**config.mk**
```make
export PLATFORM = sky130hd
export DESIGN_NAME = load_store_unit
export DESIGN_NICKNAME = d
export VERILOG_FILES = /design/src/rtl/lsu_pkg.sv /design/src/rtl/load_store_unit_load_extend.sv /design/src/rtl/load_store_unit.sv
export SDC_FILE = /design/constraint.sdc
export NUM_CORES = 1
export LEC_CHECK = 0
export BUFFER_PORTS_ARGS = -buffer_cell sky130_fd_sc_hd__buf_2
export CORE_UTILIZATION = 50
export DETAILED_ROUTE_END_ITERATION = 12
export PLACE_DENSITY = 0.95
export SKIP_LAST_GASP = 1
export SLEW_MARGIN = 30
export SYNTH_ARGS = -nofsm -noshare
export SYNTH_HDL_FRONTEND = slang
export SYNTH_SLANG_ARGS = --single-unit
```
**constraint.sdc**
```tcl
create_clock -name clock -period 5.6 [get_ports clock]
set_input_delay 0.84 -clock clock [delete_from_list [all_inputs] [get_ports clock]]
set_output_delay 0.84 -clock clock [all_outputs]
set_load 0.01 [all_outputs]
```
**src/rtl/lsu_pkg.sv**
```systemverilog
// Shared constants, state encoding and decode helpers for the load/store unit.
package lsu_pkg;

  localparam int unsigned XLEN = 32;

  // Load funct3 encodings (stores share the low two bits).
  localparam logic [2:0] F3_LB  = 3'b000;
  localparam logic [2:0] F3_LH  = 3'b001;
  localparam logic [2:0] F3_LW  = 3'b010;
  localparam logic [2:0] F3_LBU = 3'b100;
  localparam logic [2:0] F3_LHU = 3'b101;

  // Memory width codes; W_NONE means the memory port is idle.
  localparam logic [3:0] W_NONE = 4'd0;
  localparam logic [3:0] W_BYTE = 4'd1;
  localparam logic [3:0] W_HALF = 4'd2;
  localparam logic [3:0] W_WORD = 4'd4;

  typedef enum logic [1:0] {
    IDLE   = 2'd0,
    ACCESS = 2'd1,
    RESP   = 2'd2
  } state_t;

  // Access size from funct3[1:0]; the reserved size decodes to W_NONE.
  function automatic logic [3:0] width_decode(input logic [2:0] funct3);
    case (funct3[1:0])
      2'b00:   width_decode = W_BYTE;
      2'b01:   width_decode = W_HALF;
      2'b10:   width_decode = W_WORD;
      default: width_decode = W_NONE;
    endcase
  endfunction

  // Reserved size, or an unsigned variant on a store.
  function automatic logic funct3_illegal(input logic write, input logic [2:0] funct3);
    funct3_illegal = (funct3[1:0] == 2'b11) || (write && funct3[2]);
  endfunction

endpackage

```
**src/rtl/load_store_unit_load_extend.sv**
```systemverilog
// Sign/zero extension of right-justified load data according to funct3.
module load_extend
  import lsu_pkg::*;
(
  input  logic [2:0]      funct3,
  input  logic [XLEN-1:0] data,
  output logic [XLEN-1:0] data_ext
);

  // Pick the extension rule from the load type; LW passes through.
  always_comb begin
    data_ext = data;
    case (funct3)
      F3_LB:   data_ext = {{24{data[7]}}, data[7:0]};
      F3_LH:   data_ext = {{16{data[15]}}, data[15:0]};
      F3_LBU:  data_ext = {24'd0, data[7:0]};
      F3_LHU:  data_ext = {16'd0, data[15:0]};
      default: data_ext = data;
    endcase
  end

endmodule

```
**src/rtl/load_store_unit.sv**
```systemverilog
// Load/store unit: one request per handshake, one memory access cycle,
// then a held response carrying extended load data or an error flag.
module load_store_unit
  import lsu_pkg::*;
#(
  parameter logic [XLEN-1:0] ADDR_LIMIT        = 32'h400,
  parameter int unsigned     MEM_LATENCY_FIXED = 1
) (
  input  logic            clock,
  input  logic            reset,
  input  logic            req_valid,
  output logic            req_ready,
  input  logic            req_write,
  input  logic [2:0]      req_funct3,
  input  logic [XLEN-1:0] req_addr,
  input  logic [XLEN-1:0] req_wdata,
  output logic            resp_valid,
  input  logic            resp_ready,
  output logic [XLEN-1:0] resp_rdata,
  output logic            resp_error,
  output logic [XLEN-1:0] mem_address,
  output logic [3:0]      mem_width,
  output logic            mem_write_en,
  output logic [XLEN-1:0] mem_data_in,
  input  logic [XLEN-1:0] mem_data_out
);

  // Only a single-cycle registered memory read is supported.
  if (MEM_LATENCY_FIXED != 1) begin : g_bad_latency
    $error("load_store_unit supports MEM_LATENCY_FIXED == 1 only");
  end

  state_t          state;
  state_t          state_next;
  logic            accept;
  logic            access_done;
  logic            resp_done;
  logic [3:0]      req_width;
  logic            req_err;
  logic [2:0]      funct3_q;
  logic            write_q;
  logic            error_q;
  logic [XLEN-1:0] load_data;

  // Request error check: illegal funct3, misalignment or out-of-range address.
  always_comb begin
    req_width = width_decode(req_funct3);
    req_err   = funct3_illegal(req_write, req_funct3)
              || ((req_width == W_HALF) && req_addr[0])
              || ((req_width == W_WORD) && (req_addr[1:0] != 2'b00))
              || (req_addr >= ADDR_LIMIT);
  end

  assign req_ready = (state == IDLE) && !reset;

  // State register.
  always_ff @(posedge clock or posedge reset) begin
    if (reset) state <= IDLE;
    else       state <= state_next;
  end

  // Next-state logic and per-cycle control strobes.
  always_comb begin
    state_next  = state;
    accept      = 1'b0;
    access_done = 1'b0;
    resp_done   = 1'b0;
    case (state)
      IDLE: begin
        if (req_valid) begin
          accept     = 1'b1;
          state_next = ACCESS;
        end
      end
      ACCESS: begin
        access_done = 1'b1;
        state_next  = RESP;
      end
      RESP: begin
        if (resp_ready) begin
          resp_done  = 1'b1;
          state_next = IDLE;
        end
      end
      default: state_next = IDLE;
    endcase
  end

  load_extend u_load_extend (
    .funct3   (funct3_q),
    .data     (mem_data_out),
    .data_ext (load_data)
  );

  // Datapath: drive the memory port for the access cycle, then latch the response.
  always_ff @(posedge clock or posedge reset) begin
    if (reset) begin
      mem_address  <= '0;
      mem_width    <= W_NONE;
      mem_write_en <= 1'b0;
      mem_data_in  <= '0;
      funct3_q     <= '0;
      write_q      <= 1'b0;
      error_q      <= 1'b0;
      resp_valid   <= 1'b0;
      resp_rdata   <= '0;
      resp_error   <= 1'b0;
    end else begin
      if (accept) begin
        mem_address  <= req_addr;
        mem_data_in  <= req_wdata;
        mem_width    <= req_err ? W_NONE : req_width;
        mem_write_en <= req_write && !req_err;
        funct3_q     <= req_funct3;
        write_q      <= req_write;
        error_q      <= req_err;
      end
      if (access_done) begin
        mem_width    <= W_NONE;
        mem_write_en <= 1'b0;
        resp_valid   <= 1'b1;
        resp_rdata   <= (write_q || error_q) ? '0 : load_data;
        resp_error   <= error_q;
      end
      if (resp_done) begin
        resp_valid <= 1'b0;
      end
    end
  end

endmodule

```
* After elaboration in Yosys (flattened, before gate mapping)
Cells that the tools add are included.
** Storage, ports and cells
- Register bits :: 110
- Bits of input ports :: 104
- Output and inout port bits :: 104
- Word-level logic and storage cells :: 61
** Cells by class
- Magnitude comparators :: 1
- Equal/unequal tests :: 12
- Mux-type cells :: 18
- Reduce and logical (&&, ||, !) cells :: 19
** Operator list (count)
- 32-bit one-hot mux with 4 select lines :: 1
- 32-bit by 11-bit >= comparator with 1-bit output (second input constant) :: 1
- 32-bit two-way mux :: 1
- 4-bit two-way mux :: 3
- 1-bit two-way mux :: 9
- 3-bit one-hot mux with 3 select lines :: 1
- 2-bit equality test (second input constant) :: 3
- 3-bit equality test (second input constant) :: 2
- 2-bit one-hot mux with 3 select lines :: 1
- 2-bit nonzero test :: 3
- 1-bit logical AND :: 5
- 1-bit logical OR :: 5
- 2-bit by 1-bit equality test with 1-bit output (second input constant) :: 2
- 4-bit by 2-bit equality test with 1-bit output (second input constant) :: 1
- 4-bit by 3-bit equality test with 1-bit output (second input constant) :: 1
- 2-bit logical NOT :: 2
- 2-bit two-way mux :: 2
- 2-bit inequality test (second input constant) :: 2
- 3-bit by 1-bit equality test with 1-bit output (second input constant) :: 1
- 3-bit logical NOT :: 1
- 1-bit logical NOT :: 2
- 2-bit AND reduction :: 1

* Depth between registers and ports, before layout
Gate-level depths: netlist (run 1).
- Word-level depth :: 11
- Mapped depth :: 6
- Depth with buffers taken out :: 5

* Modules after synthesis
Synthesis (run 1) repeated with hierarchy kept, for this count alone.
** Second synthesis, totals
- Cell total of the unflattened synthesis :: 471
- Area, all modules :: 4524.3 sq um
** Modules (own cells, without submodules)
- load_store_unit :: instances 1, cells each 404, area each 4169.0 sq um, sequential area each 2727.6 sq um
- load_extend :: instances 1, cells each 67, area each 355.3 sq um, sequential area each 0.0 sq um

* Least setup slack after synthesis (run 1)
Ideal clock, no wire load.
- Path kind :: in2reg
- Start :: input req_addr[21]
- End :: register error_q
- Library setup time :: 0.136 ns
- Arrival time :: 2.026 ns
- Data required time :: 5.464 ns
- Slack :: 3.438 ns
- Cell stages on the path :: 4
- Buffers on the path :: 0
- Cells stage by stage :: or4_4 -> a2111oi_4 -> o311a_2 -> o21ai_0
** On the way
- Word-level cells in the longest chain between the ends :: 2
** Ends and longest elaborated chain
- start: declaration :: line load_store_unit.sv:15 : input logic [XLEN-1:0] req_addr,
- 32-bit by 11-bit >= comparator with 1-bit output :: line load_store_unit.sv:51 : || (req_addr >= ADDR_LIMIT);
- 1-bit logical OR :: line load_store_unit.sv:51
- end signal: assignment :: line load_store_unit.sv:116 : error_q <= req_err;
- end: declaration :: line load_store_unit.sv:42 : logic error_q;
No other way between the ends.
A chain may end at the register's enable or synchronous reset.

* Final worst setup path (run 1)
- Start :: register state[1]
- End :: register mem_width[1]
** On the way
- Word-level cells in the longest chain between the ends :: 3
- Elaborated cells on any way between the ends :: 6
- Classes of those cells :: 1 x eq/ne; 3 x mux; 2 x reduce/logical
** Ends and longest elaborated chain
- start: declaration :: line load_store_unit.sv:33 : state_t state;
- start signal: assignment :: line load_store_unit.sv:59 : else state <= state_next;
- 2-bit by 1-bit equality test with 1-bit output / 2-bit logical NOT (equally long branches) :: line load_store_unit.sv:68 : case (state)
- 1-bit two-way mux :: line load_store_unit.sv:68
- 4-bit two-way mux / 2-bit nonzero test (equally long branches)
- end signal: assignment :: line load_store_unit.sv:112 : mem_width <= req_err ? W_NONE : req_width;
- end: declaration :: line load_store_unit.sv:22 : output logic [3:0] mem_width,
Several ways; a longest one is shown, not always the timed one.

==> flow_summary.yaml, run 1 <==
yosys:
  synth.net_count: 566
  async_reset_ff_share_pct: 100.0
  synth-edff-count: 0
  synthSimpleGateAreaFrac_pct: 25.63
  syn_inst: 462
  synth_xor_xnor_area_share_pct: 0
  synth_top_area_share_pct: 62.99
  synth_adder_area_share_pct: 0
  yosysWarnings: 0
  ys_seq_area_share_pct: 62.99
  ys_seq_elements: 109
  synth.area.top_cells: "dfrtp_1 (63%), nand2_1 (20%), a22o_1 (3.2%), o21ai_0 (3.1%), nor2b_1 (2.3%)"
  ys.flop_type: "dfrtp_1"
  synth_mux_area_share_pct: 0.4912
  synth_top_family_by_area: "simple AND/OR/NAND/NOR gates"
  synth.cell_area_um2: 4330
  synth_top_cell_by_area: "dfrtp_1"
  synth_compound_area_share_pct: 8.206
  ys_types: 33
  avgSynthCellArea_um2: 9.373
clock_tree:
  clock_latency_ns: 0.35
  cts_buffers: 9
  htree_levels: 3
  clk_pin_slew_ns: 0.11
  cts_hold_buffers: 0
  post_cts.repair.setup_buffers: 0
  root_buffer: "clkbuf_8"
  cts.sinks: 109
  clock_path_buffers: 2
  cts_resized: 0
  cts_tree: "yes"
routing:
  vias: 3912
  route.detailed.drc: 0
  final_antenna_net_count: 0
  dr.pass1.iters: 6
  drt-initial-drc-count: 160
  vias_per_cell: 5.107
  finalWirelength_um: 10750
  post_drt_wl_per_cell_um: 14.04
die:
  rows: 33
  die_y_um: 95.07
  dieArea_um2: 9037
  start_util_pct: 52.18
  core_area_um2: 8299
  die_x_um: 95.07
  ios: 208
worst_setup_path:
  critPathMaxFanout: 77
  endpoint_kind: "flip-flop"
  worst-setup-path-type: "flip-flop to flip-flop"
  arrival_ns: 2.45
  cp-start-kind: "flip-flop"
  worstPathRequired_ns: 5.86
timing:
  finalSetupTns_ns: 0
  rsz0062_at_grt: "false"
  hold_viol_final: 0
  slew_headroom_pct: 48.31
  clock_skew_ns: 0.01327
  worst_pin_slew_ns: 0.7753
  fin_crit_ns: 2.186
  finalCritPeriodShare_pct: 39.03
  clock.fmax_mhz: 457.5
  report.final.slew_viol_count: 0
  setup_viol: 0
global_routing:
  grt_pass1_wl_um: 16580
  use_met1_pct: 27.10
  antenna_found_initial: 0
  grt-busiest-layer: "met2"
  globalRouteOverflowTotal: 0
  grt_max_degree: 78
  gr-usage-all-layers_pct: 23.65
  use_met2_pct: 42.86
  grt_pass1_vias: 3768
  grtUsageMet3_pct: 5.104
layout:
  n_fill_cell: 676
  area_delta_synth_final_pct: 29.62
  nNetsFinal: 760
  diodes: 0
  fin_cells: 766
  drive_gt1_share_pct: 35.40
power:
  swShare_pct: 39.69
  clkPwrFrac_pct: 15.0
  p_seq_share_pct: 46.3
  p_leak_nw: 3.252
  ir_worst_vdd_uv: 244.9
  switching_power_mw: 1.170
  power.density_nw_per_um2: 525.1
  p_int_mw: 1.778
  power_frac_comb_pct: 38.7
run:
  cap_violations: 0
placed_design:
  portBuffers: 206
  dp_cells: 750
  hpwl_um: 7796
  place_congestion: 0.7906
run_status:
  status: "finished clean"
min_path:
  hold_path.class: "flip-flop to flip-flop"
==> flip-flops by register name, summed over array words and instances (netlist names) <==
signal	cells
mem_data_in	32
write_q	1
resp_valid	1
mem_address	32
resp_error	1
state	2
error_q	1
mem_write_en	1
mem_width	3
funct3_q	3
resp_rdata	32
==> layout by cell type, fill, tap and decap left out, types with 4 or more instances in the layout <==
master	n
nand2_1	231
nor4_1	4
nor2b_1	16
a22o_1	16
buf_2	206
o21ai_0	27
nor2_1	4
clkbuf_8	10
dfrtp_1	109
==> critical path, stage by stage (launching register included) <==
cell      delay, ns
dfrtp_1        0.45
nor2_1         0.21
nand2_2        0.07
buf_4          0.34
inv_4          0.58
nand4_1        0.15
a21boi_0       0.20
==> cell families (layout without fill, tap and decap cells) <==
family | after synthesis | in the layout
multiplexers | 2 | 2
buffers and inverters | 29 | 228
flip-flops | 109 | 109
other | 1 | 1
AO/OA/AOI/OAI | 51 | 51
AND/OR/NAND/NOR | 270 | 270
==> worst paths after layout <==
path / startpoint / to / slack, ns / cells after the start
max: state[1]$_DFFE_PP0P_ / mem_width[1]$_DFFE_PP0P_ / 3.41 / 6
min: mem_address[16]$_DFFE_PP0P_ / mem_address[16]$_DFFE_PP0P_ / 0.48 / 2
max reg2reg: state[1]$_DFFE_PP0P_ / mem_width[1]$_DFFE_PP0P_ / 3.41 / 6
min reg2reg: mem_address[16]$_DFFE_PP0P_ / mem_address[16]$_DFFE_PP0P_ / 0.48 / 2
max in group asynchronous: reset / resp_rdata[30]$_DFFE_PP0N_ / 3.85 / 3
min in group asynchronous: reset / mem_address[8]$_DFFE_PP0P_ / 0.56 / 2
==> stage by stage <==
stage / hold slack (ns) / worst slack (ns) / area, um2 / total power, mW / utilization [%]
after floorplan: 0.4612 / 1.886 / 4330 / 2.004 / -
after global placement: 0.4554 / 2.876 / 5419 / 2.457 / 65.29
after detailed placement: 0.4581 / 2.893 / 5421 / 2.523 / 65.32
after CTS: 0.4842 / 2.857 / 5603 / 2.965 / 67.51
after global routing: 0.5068 / 3.248 / 5613 / 3.169 / 67.63
final: 0.4800 / 3.414 / 5613 / 2.947 / 67.63
==> metal layers <==
metal | share of wire, % | routed length [um]
met1 | 41 | 4391
met2 | 51 | 5506
met3 | 6.3 | 675
met4 | 1.7 | 179
met5 | 0 | 0
==> cells in the mapped netlist (2+ instances only) <==
master	number
nand2_1	232
dfrtp_1	109
o21ai_0	27
clkbuf_1	22
a22o_1	16
nor2b_1	16
nor2_1	4
nor4_1	4
buf_1	3
a21oi_1	2
inv_1	2
nand2b_1	2
nand3_1	2
nor3_1	2
==> power groups by stage <==
stage | Sequential [mW] | Combinational, mW | Clock, mW
floorplan | 1.49 | 0.518 | 0
global placement | 1.35 | 1.11 | 0
detailed placement | 1.37 | 1.16 | 0
CTS | 1.36 | 1.15 | 0.452
global route | 1.41 | 1.28 | 0.485
finish | 1.36 | 1.14 | 0.443
==> final cells by class <==
class / count / area (um2) / area share [%]
clock buffer: 10 / 137.6 / 2.452
sequential: 109 / 2728 / 48.60
multi-input combinational: 324 / 1503 / 26.77
tap: 105 / 131.4 / 2.341
timing repair buffer: 209 / 1054 / 18.77
inverter: 3 / 16.27 / 0.2898
clock inverter: 6 / 43.79 / 0.7802
No activity file was read; power rests on OpenSTA's default activity.
==> inputs of run 2 (changes only) <==
- ABC_AREA: unset -> 1
- CORE_UTILIZATION: 50 -> 42
- PLACE_DENSITY: 0.95 -> 0.85
- clock period: 5.6 -> 1.95 ns (I/O delays scaled with it)
==> flow_summary.yaml, run 2 <==
layout:
  reg_top3: "mem_address (32), mem_data_in (32), resp_rdata (32)"
  final_cell_mix: "nand2_1 (232), buf_2 (206), dfrtp_1 (109)"
  multi_input_area_um2: 1451
  final_area_um2: 5798
  final_common_cell: "nand2_1"
  drive_gt1_share_pct: 34.15
  diodes: 0
  area_delta_synth_final_pct: 31.42
  nNetsFinal: 794
  n_fill_cell: 960
  regArea_um2: 2728
  fin_cells: 830
yosys:
  synth-edff-count: 0
  synth_mux_area_share_pct: 0
  synth_top_family_by_area: "simple AND/OR/NAND/NOR gates"
  yosysWarnings: 0
  synthSimpleGateAreaFrac_pct: 23.06
  synth.cell_area_um2: 4412
  synth.net_count: 594
  synth_top_cell_by_area: "dfrtp_1"
  syn_inst: 490
  ys_seq_area_share_pct: 61.83
  synth_top_area_share_pct: 61.83
  ys.flop_type: "dfrtp_1"
  synth.top_cells.by_count: "nand2_1 (232), dfrtp_1 (109), o21ai_0 (34)"
  yosysMostFrequentCell: "nand2_1"
  synth_xor_xnor_area_share_pct: 0
  synth.area.top_cells: "dfrtp_1 (62%), nand2_1 (20%), o21ai_0 (3.9%), a22o_1 (3.2%), o211ai_1 (2.7%)"
  ys_types: 21
  avgSynthCellArea_um2: 9.004
  ys_seq_elements: 109
  synth_compound_area_share_pct: 9.756
  async_reset_ff_share_pct: 100.0
  synth_adder_area_share_pct: 0
timing:
  clock.fmax_mhz: 684.2
  clock_skew_ns: 0.01040
  worst_pin_slew_ns: 0.6810
  finalCritPeriodShare_pct: 74.95
  hold_viol_final: 0
  setup_viol: 0
  finalSetupTns_ns: 0
  slew_headroom_pct: 54.50
  report.final.slew_viol_count: 0
  fin_crit_ns: 1.462
  rsz0062_at_grt: "false"
worst_setup_path:
  worstPathRequired_ns: 2.24
  endpoint_kind: "flip-flop"
  critPathMaxFanout: 23
  arrival_ns: 1.75
  worst-setup-path-type: "flip-flop to flip-flop"
  r2r_cells: 7
  cp-start-kind: "flip-flop"
run:
  cap_violations: 0
routing:
  final_antenna_net_count: 0
  post_drt_wl_per_cell_um: 12.70
  finalWirelength_um: 10540
  route.detailed.drc: 0
  vias: 3885
  wl_met2_um: 5039
  dr_wl_met3_um: 610
  top_layer: "met4"
  vias_per_cell: 4.681
  drt-initial-drc-count: 293
  wl_met1_um: 4737
  dr.pass1.iters: 4
die:
  dieArea_um2: 10920
  start_util_pct: 43.12
  rows: 37
  die_x_um: 104.5
  core_area_um2: 10230
  die_y_um: 104.5
  ios: 208
global_routing:
  globalRouteOverflowTotal: 0
  grt_pass1_vias: 3705
  grt_max_degree: 91
  grt_pass1_wl_um: 17430
  gr-usage-all-layers_pct: 19.78
  antenna_found_initial: 0
clock_tree:
  post_cts.repair.setup_buffers: 0
  clk_pin_slew_ns: 0.11
  clock_latency_ns: 0.35
  htree_levels: 3
  cts_tree: "yes"
  clock_path_buffers: 2
  cts.sinks: 109
  cts_buffers: 9
  cts_hold_buffers: 0
  cts_resized: 0
  root_buffer: "clkbuf_8"
power:
  ir_worst_vdd_uv: 616.0
  clkPwrFrac_pct: 15.3
  p_leak_nw: 3.422
  power.density_nw_per_um2: 1449
  p_seq_share_pct: 44.9
  power_frac_comb_pct: 39.8
  power_mw: 8.399
  swShare_pct: 39.52
  p_int_mw: 5.080
  switching_power_mw: 3.319
run_status:
  status: "finished clean"
placed_design:
  placed_area_um2: 5615
  dp_cells: 815
  portBuffers: 206
  hpwl_um: 7535
  place_congestion: 0.7434
min_path:
  hold_path.class: "primary input to async pin"
[run 2: worst paths after layout]
path	startpoint	end	slack [ns]
worst min-delay path	reset	mem_data_in[12]$_DFFE_PP0P_	0.04
worst min register to register	resp_rdata[28]$_DFFE_PP0N_	resp_rdata[28]$_DFFE_PP0N_	0.48
max in group asynchronous	reset	mem_address[18]$_DFFE_PP0P_	1.33
worst max-delay path	state[0]$_DFFE_PP0P_	mem_width[2]$_DFFE_PP0P_	0.49
min in group clock	req_addr[2]	mem_address[2]$_DFFE_PP0P_	0.12
worst max register to register	state[0]$_DFFE_PP0P_	mem_width[2]$_DFFE_PP0P_	0.49
[run 2: cells by family after synthesis]
logic type / after synthesis
AOI/OAI and AO/OA: 66
buffers and inverters: 54
DFF: 109
other: 1
and+or+nand+nor: 260
[run 2: per-layer routing]
layer | GRT usage [%] | vias to the layer above
met1 | 25.68 | 1795
met3 | 4.386 | 17
li1 | - | 1938
met4 | 5.816 | 0
met2 | 33.11 | 135
met5 | 0 | -
[run 2: through the flow]
stage	setup slack, ns	hold slack [ns]	util [%]
detailed placement	0.4916	0.4375	54.89
global placement	0.5561	0.4379	54.89
finish	0.4885	0.03703	56.67
global route	0.3267	0.06061	56.67
floorplan	0.3420	0.4021	-
CTS	0.4713	0.03954	56.67
[run 2: critical path: stages, from the launching register on]
cell and delay (ns):
dfrtp_1 0.44, nor2_1 0.14, nand2_2 0.09, inv_2 0.33
nand2_1 0.13, nor2_1 0.11, nand3_1 0.08, nand2_1 0.08
[run 2: power by group through the flow]
stage | clock, mW | combinational, mW | sequential (mW)
after floorplan | 0 | 1.58 | 4.19
after global placement | 0 | 3.31 | 3.79
after detailed placement | 0 | 3.40 | 3.79
after CTS | 1.33 | 3.38 | 3.77
after global routing | 1.42 | 3.74 | 3.89
final | 1.28 | 3.35 | 3.77
[run 2: area by class of cell]
class,count,area share (%)
Sequential cell,109,47.04
Multi-Input combinational cell,327,25.03
Timing Repair Buffer,214,19.90
Tap cell,136,2.935
Clock buffer,10,2.374
Inverter,29,1.942
Clock inverter,5,0.7769
